## src/rtl/bram_arb_pkg.sv

```systemverilog
// bram_arb_pkg: shared FSM encoding, op codes and grant-width helper for bram_port_arbiter
package bram_arb_pkg;
  typedef enum logic [1:0] {IDLE, ISSUE, WAIT_RD, DONE} state_t;
  localparam logic OP_READ = 1'b0;
  localparam logic OP_WRITE = 1'b1;
  function automatic int grant_w(input int n);
    return (n > 2) ? $clog2(n) : 1;
  endfunction
endpackage

```

## src/rtl/rr_priority_pick.sv

```systemverilog
// rr_priority_pick: combinational round-robin pick (pending, rr in; valid, winner out), first pending at or above rr, else lowest pending
module rr_priority_pick import bram_arb_pkg::*; #(
  parameter int NUM_REQ = 2,
  localparam int GW = grant_w(NUM_REQ)
) (
  input  logic [NUM_REQ-1:0] pending,
  input  logic [GW-1:0]      rr,
  output logic               valid,
  output logic [GW-1:0]      winner
);
  logic [NUM_REQ-1:0] upper;
  logic [GW-1:0] w_up, w_any;
  always_comb begin
    upper = '0;
    w_up = '0;
    w_any = '0;
    for (int i = NUM_REQ - 1; i >= 0; i--) begin
      upper[i] = pending[i] && (i >= int'(rr));
      if (upper[i]) w_up = GW'(i);
      if (pending[i]) w_any = GW'(i);
    end
  end
  assign valid = |pending;
  assign winner = (|upper) ? w_up : w_any;
endmodule

```

## src/rtl/bram_port_arbiter.sv

```systemverilog
// bram_port_arbiter: shares one single-port BRAM (mem_*) among NUM_REQ strobe/op_done requesters (req_*), round-robin, grant_id shows the served port
module bram_port_arbiter import bram_arb_pkg::*; #(
  parameter int NUM_REQ = 2,
  parameter int ADDR_W = 8,
  parameter int DATA_W = 8,
  parameter int RD_LATENCY = 1,
  localparam int GW = grant_w(NUM_REQ)
) (
  input  logic                        clk,
  input  logic                        rst,
  input  logic [NUM_REQ-1:0]          req_wr_en,
  input  logic [NUM_REQ-1:0]          req_rd_en,
  input  logic [NUM_REQ*ADDR_W-1:0]   req_addr,
  input  logic [NUM_REQ*DATA_W-1:0]   req_wdata,
  output logic [NUM_REQ-1:0]          req_op_done,
  output logic [DATA_W-1:0]           req_rdata,
  output logic [NUM_REQ-1:0]          req_overrun,
  output logic                        mem_en,
  output logic                        mem_we,
  output logic [ADDR_W-1:0]           mem_addr,
  output logic [DATA_W-1:0]           mem_wdata,
  input  logic [DATA_W-1:0]           mem_rdata,
  output logic [GW-1:0]               grant_id
);
  state_t state;
  logic [NUM_REQ-1:0] pend, slot_op, stb, clr;
  logic [NUM_REQ-1:0][ADDR_W-1:0] slot_addr;
  logic [NUM_REQ-1:0][DATA_W-1:0] slot_wdata;
  logic [GW-1:0] rr, pick;
  logic pick_valid;
  logic [2:0] cnt;
  assign stb = req_wr_en | req_rd_en;
  assign clr = (state == DONE) ? NUM_REQ'(1) << grant_id : '0;
  rr_priority_pick #(.NUM_REQ(NUM_REQ)) u_pick (
    .pending(pend),
    .rr(rr),
    .valid(pick_valid),
    .winner(pick)
  );
  always_ff @(posedge clk or posedge rst) begin
    if (rst) begin
      pend <= '0;
      slot_op <= '0;
      slot_addr <= '0;
      slot_wdata <= '0;
      req_overrun <= '0;
    end else begin
      for (int i = 0; i < NUM_REQ; i++) begin
        req_overrun[i] <= stb[i] & pend[i] & ~clr[i];
        if (stb[i] && (!pend[i] || clr[i])) begin
          pend[i] <= 1'b1;
          slot_op[i] <= req_wr_en[i] ? OP_WRITE : OP_READ;
          slot_addr[i] <= req_addr[i*ADDR_W +: ADDR_W];
          slot_wdata[i] <= req_wdata[i*DATA_W +: DATA_W];
        end else if (clr[i]) begin
          pend[i] <= 1'b0;
        end
      end
    end
  end
  always_ff @(posedge clk or posedge rst) begin
    if (rst) begin
      state <= IDLE;
      rr <= '0;
      cnt <= '0;
      grant_id <= '0;
      req_op_done <= '0;
      req_rdata <= '0;
      mem_en <= 1'b0;
      mem_we <= 1'b0;
      mem_addr <= '0;
      mem_wdata <= '0;
    end else begin
      req_op_done <= '0;
      mem_en <= 1'b0;
      case (state)
        IDLE: if (pick_valid) begin
          grant_id <= pick;
          mem_addr <= slot_addr[pick];
          mem_wdata <= slot_wdata[pick];
          mem_we <= slot_op[pick] == OP_WRITE;
          mem_en <= 1'b1;
          state <= ISSUE;
        end
        ISSUE: if (mem_we) begin
          req_op_done[grant_id] <= 1'b1;
          state <= DONE;
        end else begin
          cnt <= 3'(RD_LATENCY - 1);
          state <= WAIT_RD;
        end
        WAIT_RD: if (cnt == 3'd0) begin
          req_rdata <= mem_rdata;
          req_op_done[grant_id] <= 1'b1;
          state <= DONE;
        end else begin
          cnt <= cnt - 3'd1;
        end
        DONE: begin
          rr <= (grant_id == GW'(NUM_REQ - 1)) ? '0 : grant_id + 1'b1;
          state <= IDLE;
        end
      endcase
    end
  end
endmodule

```

## config.mk

```make
export PLATFORM = sky130hd
export DESIGN_NAME = bram_port_arbiter
export DESIGN_NICKNAME = d
export VERILOG_FILES = /design/src/rtl/bram_arb_pkg.sv /design/src/rtl/rr_priority_pick.sv /design/src/rtl/bram_port_arbiter.sv
export SDC_FILE = /design/constraint.sdc
export NUM_CORES = 1
export LEC_CHECK = 0
export ABC_AREA = 1
export CAP_MARGIN = 20
export CORE_ASPECT_RATIO = 0.75
export CORE_MARGIN = 10
export CORE_UTILIZATION = 45
export DETAILED_ROUTE_END_ITERATION = 8
export PLACE_DENSITY = 0.73
export SLEW_MARGIN = 15
export SYNTH_ARGS = -nofsm -noshare
export SYNTH_HDL_FRONTEND = slang
export SYNTH_HIERARCHICAL = 1
export SYNTH_SLANG_ARGS = --single-unit
```

## constraint.sdc

```tcl
create_clock -name clk -period 7.21 [get_ports clk]
set_input_delay 1.442 -clock clk [delete_from_list [all_inputs] [get_ports clk]]
set_output_delay 1.442 -clock clk [all_outputs]
set_load 0.01 [all_outputs]
```

==> results of run 1 <==
-- path summary, 6_finish.rpt --
| check | slack, ns | from | end |
|---|---|---|---|
| setup / recovery | 4.41 | grant_id | grant_id |
| hold / removal | 0.47 | req_rdata[3] | req_rdata[3] |
| setup reg to reg | 5.15 | pend[1] | mem_addr[1] |
| hold reg to reg | 0.47 | req_rdata[3] | req_rdata[3] |
| max in group asynchronous | 4.93 | rst | slot_op[0] |
| min in group asynchronous | 1.70 | rst | req_rdata[3] |
-- sequential cells by signal, summed over array words and instances (netlist names) --
register and flops:
slot_addr 16, mem_wdata 8, slot_op 2, req_op_done 2, state 2, req_overrun 2
req_rdata 8, slot_wdata 16, mem_addr 8, grant_id 1, pend 2, rr 1
mem_we 1, mem_en 1, cnt 3
-- power breakdown --
group / total, mW / switching (mW) / internal [mW] / leakage [nW]
logic: 0.796 / 0.460 / 0.336 / 1.16
clock network: 0.346 / 0.152 / 0.194 / 0.105
registers: 0.713 / 0.110 / 0.603 / 0.896
-- Yosys cell counts (all sizes together) --
cell	instances	area [µm²]
nor2	9	41.3
o21a	1	7.51
nand2	167	667
buf	16	136
o21ai	1	5.00
ha	7	87.6
o211ai	17	128
or2	1	6.26
a21oi	1	5.00
clkinv	1	3.75
inv	35	131
nand3	47	305
dfrtp	73	1830
-- cell usage in the layout, fill, tap and decap left out, drive strengths merged --
| cell | instances |
|---|---|
| a21oi | 1 |
| buf | 1 |
| bufinv | 2 |
| clkbuf | 9 |
| clkdlybuf4s50 | 76 |
| clkinv | 4 |
| clkinvlp | 1 |
| dfrtp | 73 |
| ha | 7 |
| inv | 35 |
| nand2 | 167 |
| nand3 | 47 |
| nor2 | 9 |
| o211ai | 17 |
| o21a | 1 |
| o21ai | 1 |
| or2 | 1 |
-- area by class of cell --
| type | count | area [µm²] | area share [%] |
|---|---|---|---|
| clock inverters | 6 | 93.8 | 2.17 |
| repair buffers | 77 | 768 | 17.8 |
| inverters | 36 | 135 | 3.12 |
| multi-input cells | 251 | 1250 | 28.9 |
| clock buffers | 9 | 124 | 2.86 |
| flip-flops and latches | 73 | 1830 | 42.2 |
| well taps | 101 | 126 | 2.92 |
-- kinds of logic (layout without fill, tap and decap cells) --
kind of cell	count (synthesis)	count (layout)	share of synthesized area [%]
DFF	73	73	54.5
adders and majority gates	7	7	2.61
buffers and inverters	52	128	8.10
AOI/OAI and AO/OA	20	20	4.33
and+or+nand+nor	224	224	30.4
-- routing by layer --
layer  track usage [%]  up-vias
li1                  -     1331
met2              19.6       78
met4              4.51        0
met5                 0        -
met3              4.83        8
met1              20.6     1229
-- per-stage QoR --
stage	util [%]	power [mW]	hold WS, ns	setup WS, ns
3_5_place_dp	56.3	1.52	0.458	4.40
5_1_grt	59.3	2.02	0.498	4.36
4_1_cts	59.3	1.88	0.477	4.38
3_3_place_gp	56.3	1.50	0.454	4.44
2_1_floorplan	-	1.24	0.442	3.91
6_report	59.3	1.86	0.470	4.41
==> flow_summary.json, run 1 <==
{
  "status": "completed",
  "netlist_instances": 376,
  "path_max_fanout": 5,
  "met3WireLength_um": 617,
  "fp-row-count": 27,
  "n_fill_cell": 644,
  "dpl.hpwl_mm": 5.60,
  "cts_sinks": 73,
  "overflow": 0,
  "grt_max_degree": 74,
  "tritoncts": "done",
  "wl_met1_mm": 3.82,
  "drt-vias-per-instance": 4.78,
  "synth-seq-cells": 73,
  "cp.depth": 1,
  "antenna_cells": 0,
  "drc_errors": 0,
  "gpl.final_weighted_congestion": 0.781,
  "via_count": 2646,
  "rr_worst_depth": 5,
  "finalSetupViolCount": 0,
  "io_pins": 77,
  "crit_type": "reg2out",
  "worstSetupEndpointType": "output pin",
  "yosys_warnings": 6,
  "slew_violations": 0,
  "wire_per_inst_um": 13.9,
  "dp.cells": 538,
  "crit_required_ns": 5.77,
  "fin_skew_ns": 0.0116,
  "leakage_nw": 2.17,
  "critPathTopFamily": "buffers and inverters",
  "wirelength_mm": 7.68,
  "crit_buf_inv": 1,
  "power.density_nw_per_um2": 429,
  "area_growth_pct": 29.1,
  "cts_buffers": 9,
  "die_w_um": 120,
  "htree_num_levels": 3,
  "core-area_um2": 7300,
  "clk_latency_ns": 0.34,
  "numPortBuffers": 76,
  "final_area_um2": 4330,
  "grt_pass1_vias": 2562,
  "hold_depth": 2,
  "critical_path.slowest_cell": "clkdlybuf4s50_1",
  "relSlewSlack_pct": 40.7,
  "drt.antenna.violating_nets": 0,
  "fin_tns_setup_ns": 0,
  "yosysUniqueCellTypes": 21,
  "min_period_over_period_pct": 38.8,
  "start_util_pct": 45.9,
  "antenna_found_initial": 0,
  "place_area_um2": 4110,
  "met2_length_mm": 3.15,
  "hold_class": "reg2reg",
  "layout-drive-gt1-share_pct": 10.2,
  "cp.arrival_ns": 1.36,
  "cts.repair.resized": 0,
  "cts_setup_buffers": 0,
  "drtIter0Drc": 221,
  "max_clock_freq_ghz": 0.357,
  "finalHoldViolCount": 0,
  "path_cells": "clkdlybuf4s50_1",
  "routed.top_layer": "met4",
  "avgSynthCellArea_um2": 8.91,
  "cpPeakStageDelay_ns": 0.58,
  "synth_seq_area_share_pct": 54.5,
  "cp-start-kind": "register",
  "die_h_um": 94.7,
  "period_minus_slack_ns": 2.80,
  "grt_pass1_wl_mm": 13.1,
  "path_clk_slew_ns": 0.07,
  "hold_buffers": 0,
  "firstDrtPassIters": 4,
  "fin_cells": 553,
  "synth_area_um2": 3350,
  "worst_slew_pin_slew_ns": 0.889,
  "grt_usage_pct": 14.3,
  "dieArea_um2": 11300,
  "fin_nets": 501,
  "rsz0062_at_grt": "false",
  "cap_violations": 0,
  "cts_root_buf": "clkbuf_8",
  "clk_path_buf_depth": 2,
  "ir_drop_v": 0.000143,
  "syn_nets": 429
}
Note: power is estimated with default switching activity, not from simulation.
==> run 2: changes to the inputs <==
--- a/config.mk
+++ b/config.mk
@@ -11,7 +11,7 @@
 export CORE_MARGIN = 10
 export CORE_UTILIZATION = 45
 export DETAILED_ROUTE_END_ITERATION = 8
-export PLACE_DENSITY = 0.73
+export PLACE_DENSITY = 0.76
 export SLEW_MARGIN = 15
 export SYNTH_ARGS = -nofsm -noshare
 export SYNTH_HDL_FRONTEND = slang
==> constraint.sdc (replaced) <==
create_clock -name clk -period 2.25 [get_ports clk]
set_input_delay 0.45 -clock clk [delete_from_list [all_inputs] [get_ports clk]]
set_output_delay 0.45 -clock clk [all_outputs]
set_load 0.01 [all_outputs]
==> run 2 against run 1 <==
  * Sequential share of layout area decreased by 0.22 points
  * Core utilization grew 0.31 points
  * Clock power rose to 3.2 times the previous value
  * Critical path type unchanged
  * Critical endpoint unchanged
==> flow_summary.json, run 2 (same netlist as run 1, synthesis figures left out) <==
{
  "grt_max_degree": 74,
  "status": "completed",
  "finalSetupViolCount": 0,
  "path_cells": "clkdlybuf4s50_1",
  "min_to": "req_rdata[4]",
  "cts_setup_buffers": 0,
  "reg2reg_to": "cnt[2]",
  "finalHoldViolCount": 0,
  "crit_required_ns": 1.80,
  "pre_cts_ws_ns": 0.455,
  "firstDrtPassIters": 5,
  "cp-start-kind": "register",
  "drc_errors": 0,
  "dieArea_um2": 11300,
  "die_w_um": 120,
  "period_minus_slack_ns": 1.82,
  "fin_cells": 555,
  "fp-row-count": 27,
  "slew_violations": 0,
  "dp.cells": 540,
  "cts_root_buf": "clkbuf_8",
  "htree_num_levels": 3,
  "rr_worst_depth": 7,
  "clk_latency_ns": 0.33,
  "reg2reg_from": "state[0]",
  "rsz0062_at_grt": "false",
  "area_growth_pct": 29.8,
  "path_max_fanout": 5,
  "fin_skew_ns": 0.00819,
  "routed.top_layer": "met4",
  "cap_violations": 0,
  "clk_path_buf_depth": 2,
  "worst_slew_pin_slew_ns": 0.402,
  "hold_depth": 2,
  "hold_class": "reg2reg",
  "critPathTopFamily": "buffers and inverters",
  "ir_drop_v": 0.000468,
  "dpl.hpwl_mm": 5.92,
  "grt_pass1_vias": 2747,
  "n_fill_cell": 670,
  "max_clock_freq_ghz": 0.551,
  "wire_per_inst_um": 14.6,
  "leakage_nw": 2.17,
  "overflow": 0,
  "drt.antenna.violating_nets": 0,
  "worstSetupEndpointType": "output pin",
  "utilization_pct": 59.6,
  "numPortBuffers": 76,
  "via_count": 2694,
  "antenna_found_initial": 0,
  "cpPeakStageDelay_ns": 0.58,
  "cts_buffers": 9,
  "met2_length_mm": 3.77,
  "critical_path.slowest_cell": "clkdlybuf4s50_1",
  "layout-drive-gt1-share_pct": 10.4,
  "met3WireLength_um": 627,
  "hold_buffers": 0,
  "grt_pass1_wl_mm": 13.4,
  "place_area_um2": 4140,
  "worst_hold_slack_ns": 0.470,
  "hold_path.startpoint": "req_rdata[4]",
  "die_h_um": 94.7,
  "layout_commonest_cell": "nand2_1",
  "drtIter0Drc": 249,
  "finalPower_mw": 6.00,
  "worst_slack_ns": 0.435,
  "rrSetupSlack_ns": 0.51,
  "wirelength_mm": 8.11,
  "cts_sinks": 73,
  "grt_usage_pct": 14.6,
  "crit_buf_inv": 1,
  "gpl.final_weighted_congestion": 0.844,
  "fin_tns_setup_ns": 0,
  "path_clk_slew_ns": 0.07,
  "core-area_um2": 7300,
  "relSlewSlack_pct": 73.2,
  "cts.repair.resized": 0,
  "fin_nets": 503,
  "tritoncts": "done",
  "wl_met1_mm": 3.64,
  "min_period_over_period_pct": 80.7,
  "antenna_cells": 0,
  "cp.arrival_ns": 1.37,
  "start_util_pct": 45.9,
  "crit_type": "reg2out",
  "drt-vias-per-instance": 4.85,
  "io_pins": 77,
  "final_area_um2": 4350,
  "reg.largest.list": "slot_addr (16), slot_wdata (16)",
  "power.density_nw_per_um2": 1380,
  "layout_common_cells": "nand2_1, clkdlybuf4s50_1, dfrtp_1, nand3_1, inv_1"
}
## run 2: worst max-delay path by stage
stage                  from      endpoint  slack, ns  cells past startpoint
4_1_cts            grant_id      grant_id       0.41                      1
2_1_floorplan        cnt[0]        cnt[0]       0.88                      8
6_report           grant_id      grant_id       0.43                      1
3_3_place_gp   req_wr_en[0]  slot_addr[1]       0.49                      6
5_1_grt            state[0]        cnt[2]       0.35                      7
3_5_place_dp   req_wr_en[0]  slot_addr[1]       0.46                      6
## run 2: per-layer routing
layer | vias up | GRT usage (%)
met5 | - | 0
met4 | 0 | 4.31
met3 | 8 | 4.11
met2 | 90 | 23.8
met1 | 1270 | 18.8
li1 | 1326 | -
## run 2: power breakdown
part / internal, mW / switching [mW]
Sequential: 1.93 / 0.382
Clock: 0.619 / 0.467
Combinational: 1.10 / 1.50
Total: 3.65 / 2.35
## run 2: layout make-up
cell class	count	area [µm²]	share of cell area (%)
flip-flops and latches	73	1830	42.0
multi-input cells	251	1250	28.8
repair buffers	79	796	18.3
clock inverters	5	81.3	1.87
inverters	36	139	3.19
well taps	101	126	2.91
clock buffers	10	128	2.93
